<file path="src/rtl/cam_stream_rx.sv">
// cam_stream_rx: receiver for the 4-bit CAM bus-capture stream.
//
// Oversamples cam_pclk/cam_sync/cam_data in the clk_i domain and reassembles
// MSB-first 8-nibble frames into 32-bit [ADDR:16][DATA:8][FLAGS:8] packets.
// It decodes reset and heartbeat packets, buffers them in a 2-entry FIFO
// behind a valid/ready handshake and keeps wrapping link-health counters.
//
// Ports:
//   clk_i, rst_i            sole clock, synchronous active-high reset
//   cam_pclk/sync/data      asynchronous link inputs (pclk is sampled only)
//   pkt_valid/ready         FIFO head handshake
//   pkt_data + fields       head packet and its combinational decode
//   pkt_count, drop_count,
//   frame_err_count,
//   hb_err_count            16-bit wrapping event counters
//   rx_active               receiver is mid-frame
module cam_stream_rx #(
  parameter int unsigned SYNC_STAGES = 2
) (
  input  logic        clk_i,
  input  logic        rst_i,
  input  logic        cam_pclk,
  input  logic        cam_sync,
  input  logic [3:0]  cam_data,
  output logic        pkt_valid,
  input  logic        pkt_ready,
  output logic [31:0] pkt_data,
  output logic [15:0] pkt_addr,
  output logic [7:0]  pkt_byte,
  output logic [7:0]  pkt_flags,
  output logic        pkt_is_reset,
  output logic        pkt_is_heartbeat,
  output logic [15:0] pkt_count,
  output logic [15:0] drop_count,
  output logic [15:0] frame_err_count,
  output logic [15:0] hb_err_count,
  output logic        rx_active
);

  typedef enum logic [1:0] {StHunt, StIdle, StRecv, StTail} state_e;

  // ---------------------------------------------------------------------------
  // Link synchronizer: the three inputs travel as one bus so they stay aligned.
  // ---------------------------------------------------------------------------
  logic [5:0] sync_q [SYNC_STAGES];
  logic [5:0] link_s;
  logic       pclk_s, sync_s, pclk_d;
  logic [3:0] data_s;
  logic       pclk_evt;
  // Marks when the synchronizer holds real pin samples rather than reset zeros,
  // so HUNT cannot mistake the flushed chain for a low sync.
  logic [SYNC_STAGES:0] fill_q;
  logic                 link_ok;

  always_ff @(posedge clk_i) begin
    if (rst_i) begin
      for (int i = 0; i < SYNC_STAGES; i++) begin
        sync_q[i] <= '0;
      end
      pclk_d <= 1'b0;
      fill_q <= '0;
    end else begin
      sync_q[0] <= {cam_pclk, cam_sync, cam_data};
      for (int i = 1; i < SYNC_STAGES; i++) begin
        sync_q[i] <= sync_q[i-1];
      end
      pclk_d <= pclk_s;
      fill_q <= {fill_q[SYNC_STAGES-1:0], 1'b1};
    end
  end

  assign link_s   = sync_q[SYNC_STAGES-1];
  assign pclk_s   = link_s[5];
  assign sync_s   = link_s[4];
  assign data_s   = link_s[3:0];
  assign pclk_evt = pclk_s & ~pclk_d;
  assign link_ok  = fill_q[SYNC_STAGES];

  // ---------------------------------------------------------------------------
  // Framing FSM
  // ---------------------------------------------------------------------------
  state_e      state_q, state_d;
  logic [31:0] shreg_q, shreg_d;
  logic [3:0]  nib_cnt_q, nib_cnt_d;
  logic        emit, frame_err;

  always_ff @(posedge clk_i) begin
    if (rst_i) begin
      state_q   <= StHunt;
      shreg_q   <= '0;
      nib_cnt_q <= '0;
    end else begin
      state_q   <= state_d;
      shreg_q   <= shreg_d;
      nib_cnt_q <= nib_cnt_d;
    end
  end

  always_comb begin
    state_d   = state_q;
    shreg_d   = shreg_q;
    nib_cnt_d = nib_cnt_q;
    emit      = 1'b0;
    frame_err = 1'b0;
    case (state_q)
      StHunt: begin
        if (link_ok && !sync_s) begin
          state_d = StIdle;
        end
      end
      StIdle: begin
        if (pclk_evt && sync_s) begin
          shreg_d   = {28'h0, data_s};
          nib_cnt_d = 4'd1;
          state_d   = StRecv;
        end
      end
      StRecv: begin
        if (pclk_evt && sync_s) begin
          shreg_d   = {shreg_q[27:0], data_s};
          nib_cnt_d = nib_cnt_q + 4'd1;
          if (nib_cnt_q == 4'd7) begin
            emit    = 1'b1;
            state_d = StTail;
          end
        end else if (!sync_s) begin
          // Sync dropped before the 8th nibble: discard the partial frame.
          frame_err = 1'b1;
          nib_cnt_d = 4'd0;
          state_d   = StIdle;
        end
      end
      StTail: begin
        if (pclk_evt && sync_s) begin
          // Overlong frame; the emitted packet stands, resync via HUNT.
          frame_err = 1'b1;
          state_d   = StHunt;
        end else if (!sync_s) begin
          state_d = StIdle;
        end
      end
      default: state_d = StHunt;
    endcase
  end

  assign rx_active = (state_q == StRecv);

  // ---------------------------------------------------------------------------
  // Emit pipeline: the packet is captured at emit and given its own cycle
  // before the FIFO full decision and heartbeat compare.
  // ---------------------------------------------------------------------------
  logic        emit_q, wr_q;
  logic [31:0] emit_data_q, wr_data_q;

  always_ff @(posedge clk_i) begin
    if (rst_i) begin
      emit_q      <= 1'b0;
      emit_data_q <= '0;
      wr_q        <= 1'b0;
      wr_data_q   <= '0;
    end else begin
      emit_q <= emit;
      if (emit) begin
        emit_data_q <= shreg_d;
      end
      wr_q <= emit_q;
      if (emit_q) begin
        wr_data_q <= emit_data_q;
      end
    end
  end

  // ---------------------------------------------------------------------------
  // 2-entry FIFO
  // ---------------------------------------------------------------------------
  logic [31:0] mem_q [2];
  logic        wr_ptr_q, rd_ptr_q;
  logic [1:0]  count_q;
  logic        full, pop, do_write, do_drop;

  assign full     = (count_q == 2'd2);
  assign pop      = pkt_valid & pkt_ready;
  // A pop in the same cycle frees the slot, so a full FIFO still accepts.
  assign do_write = wr_q & (~full | pop);
  assign do_drop  = wr_q & full & ~pop;

  always_ff @(posedge clk_i) begin
    if (rst_i) begin
      mem_q[0] <= '0;
      mem_q[1] <= '0;
      wr_ptr_q <= 1'b0;
      rd_ptr_q <= 1'b0;
      count_q  <= '0;
    end else begin
      if (do_write) begin
        mem_q[wr_ptr_q] <= wr_data_q;
        wr_ptr_q        <= ~wr_ptr_q;
      end
      if (pop) begin
        rd_ptr_q <= ~rd_ptr_q;
      end
      case ({do_write, pop})
        2'b10:   count_q <= count_q + 2'd1;
        2'b01:   count_q <= count_q - 2'd1;
        default: count_q <= count_q;
      endcase
    end
  end

  assign pkt_valid        = (count_q != 2'd0);
  assign pkt_data         = mem_q[rd_ptr_q];
  assign pkt_addr         = pkt_data[31:16];
  assign pkt_byte         = pkt_data[15:8];
  assign pkt_flags        = pkt_data[7:0];
  assign pkt_is_reset     = (pkt_data == 32'h0000_0001);
  assign pkt_is_heartbeat = (pkt_addr == 16'hC0FF) && (pkt_flags == 8'hAA);

  // ---------------------------------------------------------------------------
  // Heartbeat sequence check and counters (written packets only)
  // ---------------------------------------------------------------------------
  logic       wr_is_reset, wr_is_hb;
  logic [7:0] wr_byte;
  logic       hb_seen_q;
  logic [7:0] hb_expect_q;

  assign wr_byte     = wr_data_q[15:8];
  assign wr_is_reset = (wr_data_q == 32'h0000_0001);
  assign wr_is_hb    = (wr_data_q[31:16] == 16'hC0FF) && (wr_data_q[7:0] == 8'hAA);

  always_ff @(posedge clk_i) begin
    if (rst_i) begin
      hb_seen_q       <= 1'b0;
      hb_expect_q     <= '0;
      pkt_count       <= '0;
      drop_count      <= '0;
      frame_err_count <= '0;
      hb_err_count    <= '0;
    end else begin
      if (do_write) begin
        pkt_count <= pkt_count + 16'd1;
        if (wr_is_reset) begin
          hb_seen_q <= 1'b0;
        end else if (wr_is_hb) begin
          if (hb_seen_q && (wr_byte != hb_expect_q)) begin
            hb_err_count <= hb_err_count + 16'd1;
          end
          hb_seen_q   <= 1'b1;
          hb_expect_q <= wr_byte + 8'd1;
        end
      end
      if (do_drop) begin
        drop_count <= drop_count + 16'd1;
      end
      if (frame_err) begin
        frame_err_count <= frame_err_count + 16'd1;
      end
    end
  end

endmodule

</file>
<file path="config.mk">
export PLATFORM = sky130hd
export DESIGN_NAME = cam_stream_rx
export DESIGN_NICKNAME = d
export VERILOG_FILES = /design/src/rtl/cam_stream_rx.sv
export SDC_FILE = /design/constraint.sdc
export NUM_CORES = 1
export LEC_CHECK = 0
export ABC_AREA = 1
export ABC_CLOCK_PERIOD_IN_PS = 2600
export CAP_MARGIN = 40
export CORE_MARGIN = 5
export CORE_UTILIZATION = 50
export DETAILED_ROUTE_END_ITERATION = 10
export GPL_TIMING_DRIVEN = 0
export PLACE_DENSITY = 0.75
export SLEW_MARGIN = 15
export SYNTH_ARGS = -nofsm -noshare
export SYNTH_HDL_FRONTEND = slang
export SYNTH_SLANG_ARGS = --single-unit
</file>
<file path="constraint.sdc">
create_clock -name clk_i -period 2.6 [get_ports clk_i]
set_input_delay 0.39 -clock clk_i [delete_from_list [all_inputs] [get_ports clk_i]]
set_output_delay 0.39 -clock clk_i [all_outputs]
set_load 0.02 [all_outputs]
</file>
; Word-level counts from Yosys, hierarchy flattened
; Memory sizes are Yosys's and may differ from the RTL's. A register that Yosys moved wholly into a read port is not among the register bits.
; Index checks and enable logic that the tools add are counted.
[totals]
ff_bits = 185
latch_bits = 0
mem_bits_rw = 76
mem_bits_ro = 0
output_inout_bits = 132
elab_cells = 116
memories = 2
[op_classes]
addsub = 8
multipliers = 0
n_div = 0
n_lt_le_gt_ge = 0
eq_ne = 18
shifts = 0
mux = 38
n_bitwise = 14
n_reduce_logical = 17
[mem_list]
columns = memory, depth, width, read_ports, rd_ports_with_merged_regs, wr, line
row1 = mem_q, 2, 32, 1, 1, 2, 176  ; logic [31:0] mem_q [2];
row2 = sync_q, 2, 6, 2, 0, 2, 45  ; logic [5:0] sync_q [SYNC_STAGES];
[op_table]
columns = cell, n
row1 = $mux 32, 3
row2 = $add 16x1->16 const B, 4
row3 = $eq 32x1->1 const B, 2
row4 = $pmux 32 s2, 1
row5 = $eq 16x16->1 const B, 2
row6 = $reduce_or 32->1, 1
row7 = $mux 1, 19
row8 = $eq 8x8->1 const B, 2
row9 = $mux 2, 6
row10 = $mux 4, 3
row11 = $mux 6, 2
row12 = $reduce_and 3->1, 3
row13 = $add 8x1->8 const B, 1
row14 = $eq 2x2->1 const B, 4
row15 = $ne 8x8->1, 1
row16 = $pmux 2 s4, 1
row17 = $pmux 4 s2, 1
row18 = $reduce_bool 2->1, 4
row19 = $ne 3x2->1 const B, 2
row20 = $not 1->1, 6
row21 = $and 1x1->1, 5
row22 = $logic_and 1x1->1, 5
row23 = $add 4x1->4 const B, 1
row24 = $eq 2x1->1 const B, 2
row25 = 11 further kinds, 14

; Longest topological paths before layout
; Gate-level depths: netlist of run 1.
[logic_depth]
word_depth = 9
depth_mapped = 12
ltp_nobuf = 11

; Worst setup path after synthesis of run 1
; Ideal clock, no wire load.
[synth_path]
path_type = input -> register
from = input pkt_ready
to = memory mem_q[1][0], enable pin
setup_time_ps = 478
arrival_ps = 1768
required_time_ps = 2122
path_slack_ps = 354
path_stages = 8
n_path_buf = 2
path_cell_list = inv_1 > nand3_4 > nand2_4 > inv_2 > buf_4 > nand3_2 > buf_2 > nand2_1
[synth_rtl]
columns = item, line
row1 = start: declaration, 26  ; input logic pkt_ready,
row2 = end: declaration, 176

==> results of run 1 <==
## timing repair
item,in CTS,in global routing
gates cloned,0,1
resized for setup,19,32
pin swaps,1,9
buffers inserted,0,7
endpoints found under the setup margin,49,41
## layer usage
metal / vias up / share of wire, % / routed length [um]
li1: 5036 / - / -
met1: 4575 / 44 / 12400
met2: 285 / 48 / 13500
met3: 58 / 6.1 / 1720
met4: 0 / 2.4 / 685
met5: - / 0 / 0
## logic make-up after synthesis
family	Yosys count	share of synthesized area [%]
AOI/OAI and AO/OA	248	11.4
xor gates and xnor gates	24	1.81
adders and majority gates	13	1.40
buffers and inverters	296	11.2
DFF	262	50.7
and+or+nand+nor	626	23.5
## report_power, final
group	leakage [nW]	switching [mW]	internal, mW
Combinational	3.05	0.473	0.273
Clock	0.398	1.52	2.03
Sequential	2.26	0.0389	4.24
Total	5.70	2.03	6.55
## final timing paths
kind	to	slack (ps)	cells past startpoint
worst min register to register	sync_q[0][9]	400	2
worst max-delay path	pkt_data[16]	80	7
worst max register to register	mem_q[1][11]	230	8
worst min-delay path	sync_q[0][1]	380	3
## stage by stage
stage | total power, mW | cells | hold slack (ps) | setup TNS, ps
2_1_floorplan | 4.87 | 1469 | 388 | 0
3_3_place_gp | 5.09 | 1922 | 390 | -56650
3_5_place_dp | 5.11 | 1922 | 392 | -28960
4_1_cts | 8.62 | 1971 | 361 | -3.36
5_1_grt | 8.92 | 1979 | 374 | -204
6_report | 8.58 | 1979 | 378 | 0
## state kept, by name (all words and copies together), names as in the netlist, 2 cells and up, named ones only
name	cells
pkt_count	16
state_q	2
hb_err_count	16
drop_count	16
count_q	2
hb_expect_q	8
nib_cnt_q	4
shreg_q	32
frame_err_count	16
sync_q	12
fill_q	3
mem_q	64
wr_data_q	32
emit_data_q	32
## cell type report
| cell class | count | share of cell area, % |
|---|---|---|
| multi-input cells | 911 | 31.2 |
| clock inverters | 7 | 0.235 |
| repair buffers | 148 | 10.3 |
| clock buffers | 42 | 5.36 |
| well taps | 313 | 2.72 |
| plain buffers | 90 | 3.85 |
| flip-flops and latches | 262 | 40.9 |
| inverters | 206 | 5.41 |
## synthesized netlist by cell type, types with 3 or more instances
master | number | area share [%]
o21bai_1 | 3 | 0.19
buf_1 | 3 | 0.097
o21ai_1 | 7 | 0.30
edfxtp_1 | 64 | 17
xor2_1 | 21 | 1.6
nor3b_1 | 3 | 0.19
nor2_1 | 239 | 7.7
o21ai_0 | 99 | 4.3
nand3_4 | 5 | 0.75
nand4_1 | 24 | 1.3
nor3_1 | 20 | 0.86
buf_6 | 3 | 0.29
dfxtp_1 | 198 | 34
inv_1 | 195 | 6.3
clkbuf_1 | 24 | 0.78
a211oi_2 | 4 | 0.43
nand3_1 | 47 | 2.0
xnor2_1 | 3 | 0.23
o211ai_1 | 4 | 0.26
nor2_2 | 4 | 0.22
ha_1 | 13 | 1.4
nand2_1 | 250 | 8.1
nor4_1 | 7 | 0.38
inv_2 | 9 | 0.29
nor2_4 | 6 | 0.58
buf_4 | 38 | 2.5
o22ai_1 | 24 | 1.3
nand2_2 | 13 | 0.70
buf_2 | 22 | 0.95
a21oi_1 | 104 | 4.5
## worst max-delay path, stage by stage, from the launching register on
cell and delay, ps:
dfxtp_2 310, buf_6 130, clkbuf_4 190, nand2_1 80, o21ai_0 70, inv_1 120, buf_4 120, clkdlybuf4s50_1 590
==> flow_metrics.tcl, run 1 <==
set metrics [dict create \
    status "finished, final reports clean" \
    core_sq_um 22800 \
    fillers 1933 \
    syn_nets 1491 \
    worst_slack_ps 80.4 \
    final_hold_viol_count 0 \
    endpoint_kind "primary output" \
    stdcell_area_sq_um 14400 \
    ios 141 \
    antennaDiodeCount 0 \
    yosysUniqueCellTypes 41 \
    die_w_um 162 \
    crit_arrival_ps 2130 \
    antenna_left 0 \
    placed_area_sq_um 13400 \
    cts.clk_slew.worst_paths_ps 60 \
    ys_ff_latch 262 \
    cts_tree "built" \
    start_util_pct 51.0 \
    yosysSeqAreaShare_pct 50.7 \
    drtIter0Drc 694 \
    busiest_layer "met2" \
    post-route-period-util_pct 96.9 \
    grt_pass1_wl_mm 46.5 \
    layout_min_cycle_time_ps 2520 \
    drt-total-wl_mm 28.3 \
    min_from "cam_data[1]" \
    die_height_um 162 \
    syn_inst 1469 \
    grt_use_total_pct 21.1 \
    relSlewSlack_pct 46.9 \
    cts-root-buf "clkbuf_16" \
    ir_drop_mv 0.549 \
    drv_slew 0 \
    synth_ff_type "dfxtp_1" \
    async_flop_share_pct 0 \
    grtUsageMet2_pct 36.2 \
    final_util_pct 63.2 \
    seq_area_sq_um 5890 \
    gr-total-overflow 0 \
    gp_congestion 0.873 \
    synth_area_per_cell_sq_um 7.91 \
    max_freq_mhz 397 \
    preCtsSetupSlack_ps -560 \
    die-area_sq_um 26400 \
    num_rows 55 \
    power_density_nw_per_um2 596 \
    io_buffers 140 \
    min_path_type "in -> reg" \
    rsz0062_at_grt "true" \
    viasPerCell 5.03 \
    crit_fanout 10 \
    worst_ep_required_time_ps 2210 \
    grtUsageMet3_pct 3.16 \
    synth-edff-count 64 \
    p_leak_nw 5.70 \
    path_class "reg -> out" \
    first_pass_iters 5 \
    nNetsFinal 1668 \
    numCtsBuffers 27 \
    clk_latency_ps 530 \
    drive_gt1_share_pct 10.5 \
    syn_to_final_growth_pct 23.9 \
    vias 9954 \
    drc 0 \
    clk_path_buf_depth 3 \
    multi_input_area_sq_um 4500 \
    worst-slew-pin-transition_ps 793 \
    grtUsageMet1_pct 27.5 \
    numClockSinks 262 \
    cp-start-kind "flip-flop" \
    cts_hold_buffers 0 \
    wl_per_cell_um 14.3 \
    yosysWarningCount 0 \
    syn_area_sq_um 11600 \
    final_cell_mix "nand2_1, nor2_1, dfxtp_1" \
    r2r-start "count_q[0]" \
    antenna_found_initial 0 \
    fin_skew_ps 18.6 \
    grt_max_degree 33 \
    setup_viol 0 \
    cts-htree-levels 1 \
    grt_pass1_vias 9568 \
    drv_cap 0 \
    place_hpwl_mm 20.6 \
]
Note: power is estimated with default switching activity, not from simulation.
==> inputs of run 2 (changes only) <==
--- a/config.mk
+++ b/config.mk
@@ -6,13 +6,13 @@
 export NUM_CORES = 1
 export LEC_CHECK = 0
 export ABC_AREA = 1
-export ABC_CLOCK_PERIOD_IN_PS = 2600
 export CAP_MARGIN = 40
 export CORE_MARGIN = 5
 export CORE_UTILIZATION = 50
 export DETAILED_ROUTE_END_ITERATION = 10
 export GPL_TIMING_DRIVEN = 0
 export PLACE_DENSITY = 0.75
+export REMOVE_ABC_BUFFERS = 1
 export SLEW_MARGIN = 15
 export SYNTH_ARGS = -nofsm -noshare
 export SYNTH_HDL_FRONTEND = slang
==> flow_metrics.tcl, run 2 (synthesized netlist as in run 1, its figures left out) <==
set metrics [dict create \
    drive_gt1_share_pct 6.80 \
    path_delay_family "simple AND/OR/NAND/NOR gates" \
    drc 0 \
    core_sq_um 22800 \
    fillers 1965 \
    r2r-start "count_q[0]" \
    dp_cells 1835 \
    largest_register_ffs 64 \
    gr-total-overflow 0 \
    cts-root-buf "clkbuf_16" \
    cts_tree "built" \
    final_common_cell "nand2_1" \
    r2r_cells 6 \
    wl_per_cell_um 13.2 \
    die-area_sq_um 26400 \
    p_leak_nw 5.35 \
    start_util_pct 51.0 \
    min_path_type "in -> reg" \
    top_register "mem_q" \
    relSlewSlack_pct 41.9 \
    cts_hold_buffers 0 \
    r2r_slack_ps 270 \
    wl_met1_mm 11.3 \
    multi_input_area_sq_um 4480 \
    crit_slowest_cell "dfxtp_4" \
    cts-htree-levels 1 \
    max_freq_mhz 399 \
    numClockSinks 262 \
    final_hold_viol_count 0 \
    min_to "drop_count[0]" \
    die_w_um 162 \
    antenna_left 0 \
    r2r-end "mem_q[0][12]" \
    endpoint_kind "primary output" \
    place_hpwl_mm 16.3 \
    post-route-period-util_pct 96.3 \
    io_buffers 140 \
    drt-total-wl_mm 25.0 \
    antenna_found_initial 0 \
    clk_path_buf_depth 3 \
    path_buf_inv 2 \
    preCtsSetupSlack_ps -787 \
    layout_min_cycle_time_ps 2500 \
    first_pass_iters 5 \
    dr_wl_met2_mm 11.7 \
    placed_area_sq_um 13000 \
    wl_met3_mm 1.48 \
    grt_max_degree 127 \
    vias 9484 \
    finalSetupTns_ps 0 \
    grt_pass1_wl_mm 42.0 \
    fin_skew_ps 5.49 \
    drtIter0Drc 571 \
    drv_slew 0 \
    setup_viol 0 \
    die_height_um 162 \
    cp_cell_sequence "buf_8 > nand2_1 > nand2_1 > nor2_2 > nand4_1 > nand3b_1 > nor2_1 > buf_4" \
    crit_fanout 17 \
    numCtsBuffers 26 \
    power_density_nw_per_um2 631 \
    antennaDiodeCount 0 \
    min_from "rst_i" \
    viasPerCell 5.03 \
    stdcell_area_sq_um 13900 \
    status "finished, final reports clean" \
    top_layer_used "met4" \
    syn_to_final_growth_pct 20.1 \
    nNetsFinal 1576 \
    num_rows 55 \
    ir_drop_mv 0.430 \
    worst_slack_ps 95.8 \
    path_class "reg -> out" \
    ios 141 \
    final_cell_mix "nand2_1, nor2_1, dfxtp_1" \
    layoutNonFillerInstCount 1887 \
    grt_use_total_pct 18.5 \
    grt_pass1_vias 8908 \
    gp_congestion 0.841 \
    drv_cap 0 \
    cp-start-kind "flip-flop" \
    rsz0062_at_grt "false" \
    crit_arrival_ps 2110 \
    power_mw 8.80 \
    worst-slew-pin-transition_ps 872 \
    cts.clk_slew.worst_paths_ps 60 \
    seq_area_sq_um 5890 \
    max_stage_delay_ps 400 \
    worst_ep_required_time_ps 2210 \
    whs_path_depth 2 \
    clk_latency_ps 520 \
    crit_path_frequent_cell "nand2_1" \
]
-- run 2: routing by layer --
metal	vias up	GRT usage, %
li1	4854	-
met1	4349	25.1
met2	240	31.1
met3	41	2.86
met4	0	4.84
met5	-	0
-- run 2: area by class of cell --
cell class                      count  share of cell area (%)
Clock inverter                     12                   0.933
Sequential cell                   262                    42.2
Inverter                          206                    5.63
Timing Repair Buffer              147                    10.8
Clock buffer                       36                    5.44
Multi-Input combinational cell    911                    32.1
Tap cell                          313                    2.81
-- run 2: worst max-delay path by stage --
stage,startpoint,endpoint,slack [ps],depth (start not counted)
detailed placement,pkt_ready,mem_q[1][10],-790,7
global placement,rst_i,mem_q[0][12],-8110,4
finish,flip-flop,pkt_is_reset,100,8
CTS,flip-flop,pkt_is_reset,-90,8
floorplan,rst_i,mem_q[0][0],-1760,3
global route,flip-flop,pkt_is_reset,2,8
-- run 2: metrics by stage --
stage / hold WS [ps] / utilization (%)
floorplan: 388 / -
detailed placement: 393 / 56.9
finish: 140 / 61.2
CTS: 122 / 61.0
global placement: 389 / 56.5
global route: 141 / 61.2
-- run 2: power by group --
part           switching (mW)  internal [mW]
Combinational           0.465          0.219
Sequential             0.0391           4.24
Clock                    1.51           2.33
-- run 2: what timing repair did --
item | in CTS | in global routing
resized for setup | 14 | 10
pin swaps | 1 | 2
buffers inserted | 3 | 0
endpoints found under the setup margin | 130 | 82
==> inputs of run 3 (changes only) <==
==> constraint.sdc (replaced) <==
create_clock -name clk_i -period 2.6 [get_ports clk_i]
set_input_delay 0.52 -clock clk_i [delete_from_list [all_inputs] [get_ports clk_i]]
set_output_delay 0.52 -clock clk_i [all_outputs]
set_load 0.02 [all_outputs]
==> flow_metrics.tcl, run 3 (synthesized netlist as in run 1, its figures left out) <==
set metrics [dict create \
    status "finished with violations" \
    violations "negative setup slack" \
    numClockSinks 262 \
    wl_met1_mm 11.4 \
    ios 141 \
    top_register "mem_q" \
    wl_met3_mm 1.58 \
    wl_per_cell_um 13.5 \
    syn_to_final_growth_pct 22.0 \
    layoutNonFillerInstCount 1898 \
    drt-total-wl_mm 25.6 \
    p_int_mw 6.79 \
    dr_wl_met2_mm 12.1 \
    io_buffers 140 \
    core_sq_um 22800 \
    final_cell_mix "nor2_1, nand2_1, dfxtp_1" \
    vias 9545 \
    viasPerCell 5.03 \
    min_from "rst_i" \
    largest_register_ffs 64 \
    relSlewSlack_pct 40.7 \
    fin_skew_ps 5.07 \
    grt_pass1_wl_mm 42.0 \
    endpoint_kind "primary output" \
    post-route-period-util_pct 102 \
    place_hpwl_mm 16.3 \
    final_hold_viol_count 0 \
    power_density_nw_per_um2 622 \
    cts_tree "built" \
    r2r-end "emit_data_q[10]" \
    rsz0062_at_grt "true" \
    clk_path_buf_depth 3 \
    r2r_slack_ps 320 \
    cts_hold_buffers 0 \
    final_util_pct 62.2 \
    die_height_um 162 \
    antenna_left 0 \
    setup_viol 2 \
    worst-slew-pin-transition_ps 890 \
    nNetsFinal 1587 \
    num_rows 55 \
    dp_cells 1835 \
    cts.clk_slew.worst_paths_ps 60 \
    drv_cap 0 \
    clk_latency_ps 520 \
    die-area_sq_um 26400 \
    drive_gt1_share_pct 8.90 \
    crit_arrival_ps 2130 \
    r2r-start "state_q[0]" \
    first_pass_iters 4 \
    seq_area_sq_um 5890 \
    p_seq_share_pct 48.6 \
    worst_slack_ps -52.3 \
    gp_congestion 0.841 \
    final_common_cell "nor2_1" \
    crit_fanout 8 \
    drv_slew 0 \
    top_layer_used "met4" \
    combPwrFrac_pct 7.8 \
    cts-root-buf "clkbuf_16" \
    gr-total-overflow 0 \
    start_util_pct 51.0 \
    drc 0 \
    max_freq_mhz 377 \
    p_leak_nw 5.68 \
    path_class "reg -> out" \
    cts-htree-levels 1 \
    cp-start-kind "flip-flop" \
    grt_max_degree 127 \
    numCtsBuffers 26 \
    antenna_found_initial 0 \
    multi_input_area_sq_um 4550 \
    min_path_type "in -> reg" \
    ir_drop_mv 0.429 \
    die_w_um 162 \
    worst_ep_required_time_ps 2080 \
    grt_pass1_vias 8939 \
    switchingPower_mw 2.03 \
    fillers 1943 \
    drtIter0Drc 566 \
    grt_use_total_pct 18.5 \
    p_sw_share_pct 23.0 \
    endpoint "pkt_is_reset" \
    r2r_cells 7 \
    layout_min_cycle_time_ps 2650 \
    p_clk_share_pct 43.6 \
    antennaDiodeCount 0 \
]
-- run 3: critical path, cell delays in order (launching register included) --
cell	delay (ps)
dfxtp_4	480
buf_6	180
clkinv_8	70
nand2_1	60
nand2_1	110
nor4_1	290
nand3_1	130
nor2_1	110
buf_2	180
-- run 3: how the worst min path moves through the flow --
stage	to	depth (start not counted)	slack [ps]
final	drop_count[0]	2	270
after global placement	fill_q[1]	2	390
after detailed placement	fill_q[1]	2	390
after global routing	drop_count[0]	2	270
after floorplan	fill_q[1]	2	390
after CTS	drop_count[0]	2	250
-- run 3: what timing repair did --
item	4_1_cts	5_1_grt
gates resized for setup	16	64
cloned	0	4
endpoints found under the setup margin	131	94
pin swaps	1	13
buffers inserted	3	8
-- run 3: stage by stage --
stage | worst slack [ps] | TNS, ps | hold WS (ps) | power, mW | area, sq um
2_1_floorplan | -1890 | -158170 | 388 | 4.79 | 11100
4_1_cts | -222 | -247 | 252 | 8.87 | 13900
3_5_place_dp | -917 | -57020 | 393 | 5.05 | 13000
5_1_grt | -164 | -300 | 271 | 9.12 | 14200
6_report | -52.3 | -68.3 | 271 | 8.82 | 14200
3_3_place_gp | -8240 | -1641180 | 389 | 5.03 | 12900
-- run 3: area by class of cell --
class / instances / share of cell area (%)
Timing Repair Buffer: 155 / 11.4
Clock inverter: 12 / 0.918
Inverter: 206 / 5.58
Multi-Input combinational cell: 911 / 32.1
Sequential cell: 262 / 41.6
Timing Repair inverter: 3 / 0.256
Clock buffer: 36 / 5.36
Tap cell: 313 / 2.76
-- run 3: power groups by stage --
stage	combinational [mW]	clock [mW]	sequential, mW
final	0.688	3.85	4.28
after global routing	0.754	4.08	4.29
after CTS	0.681	3.91	4.28
after detailed placement	0.677	0	4.37
after global placement	0.658	0	4.37
after floorplan	0.424	0	4.37
-- run 3: per-layer routing --
layer | vias up | global-route usage (%)
met1 | 4358 | 24.8
met3 | 46 | 2.86
met2 | 256 | 31.4
met4 | 0 | 5.00
li1 | 4885 | -
met5 | - | 0
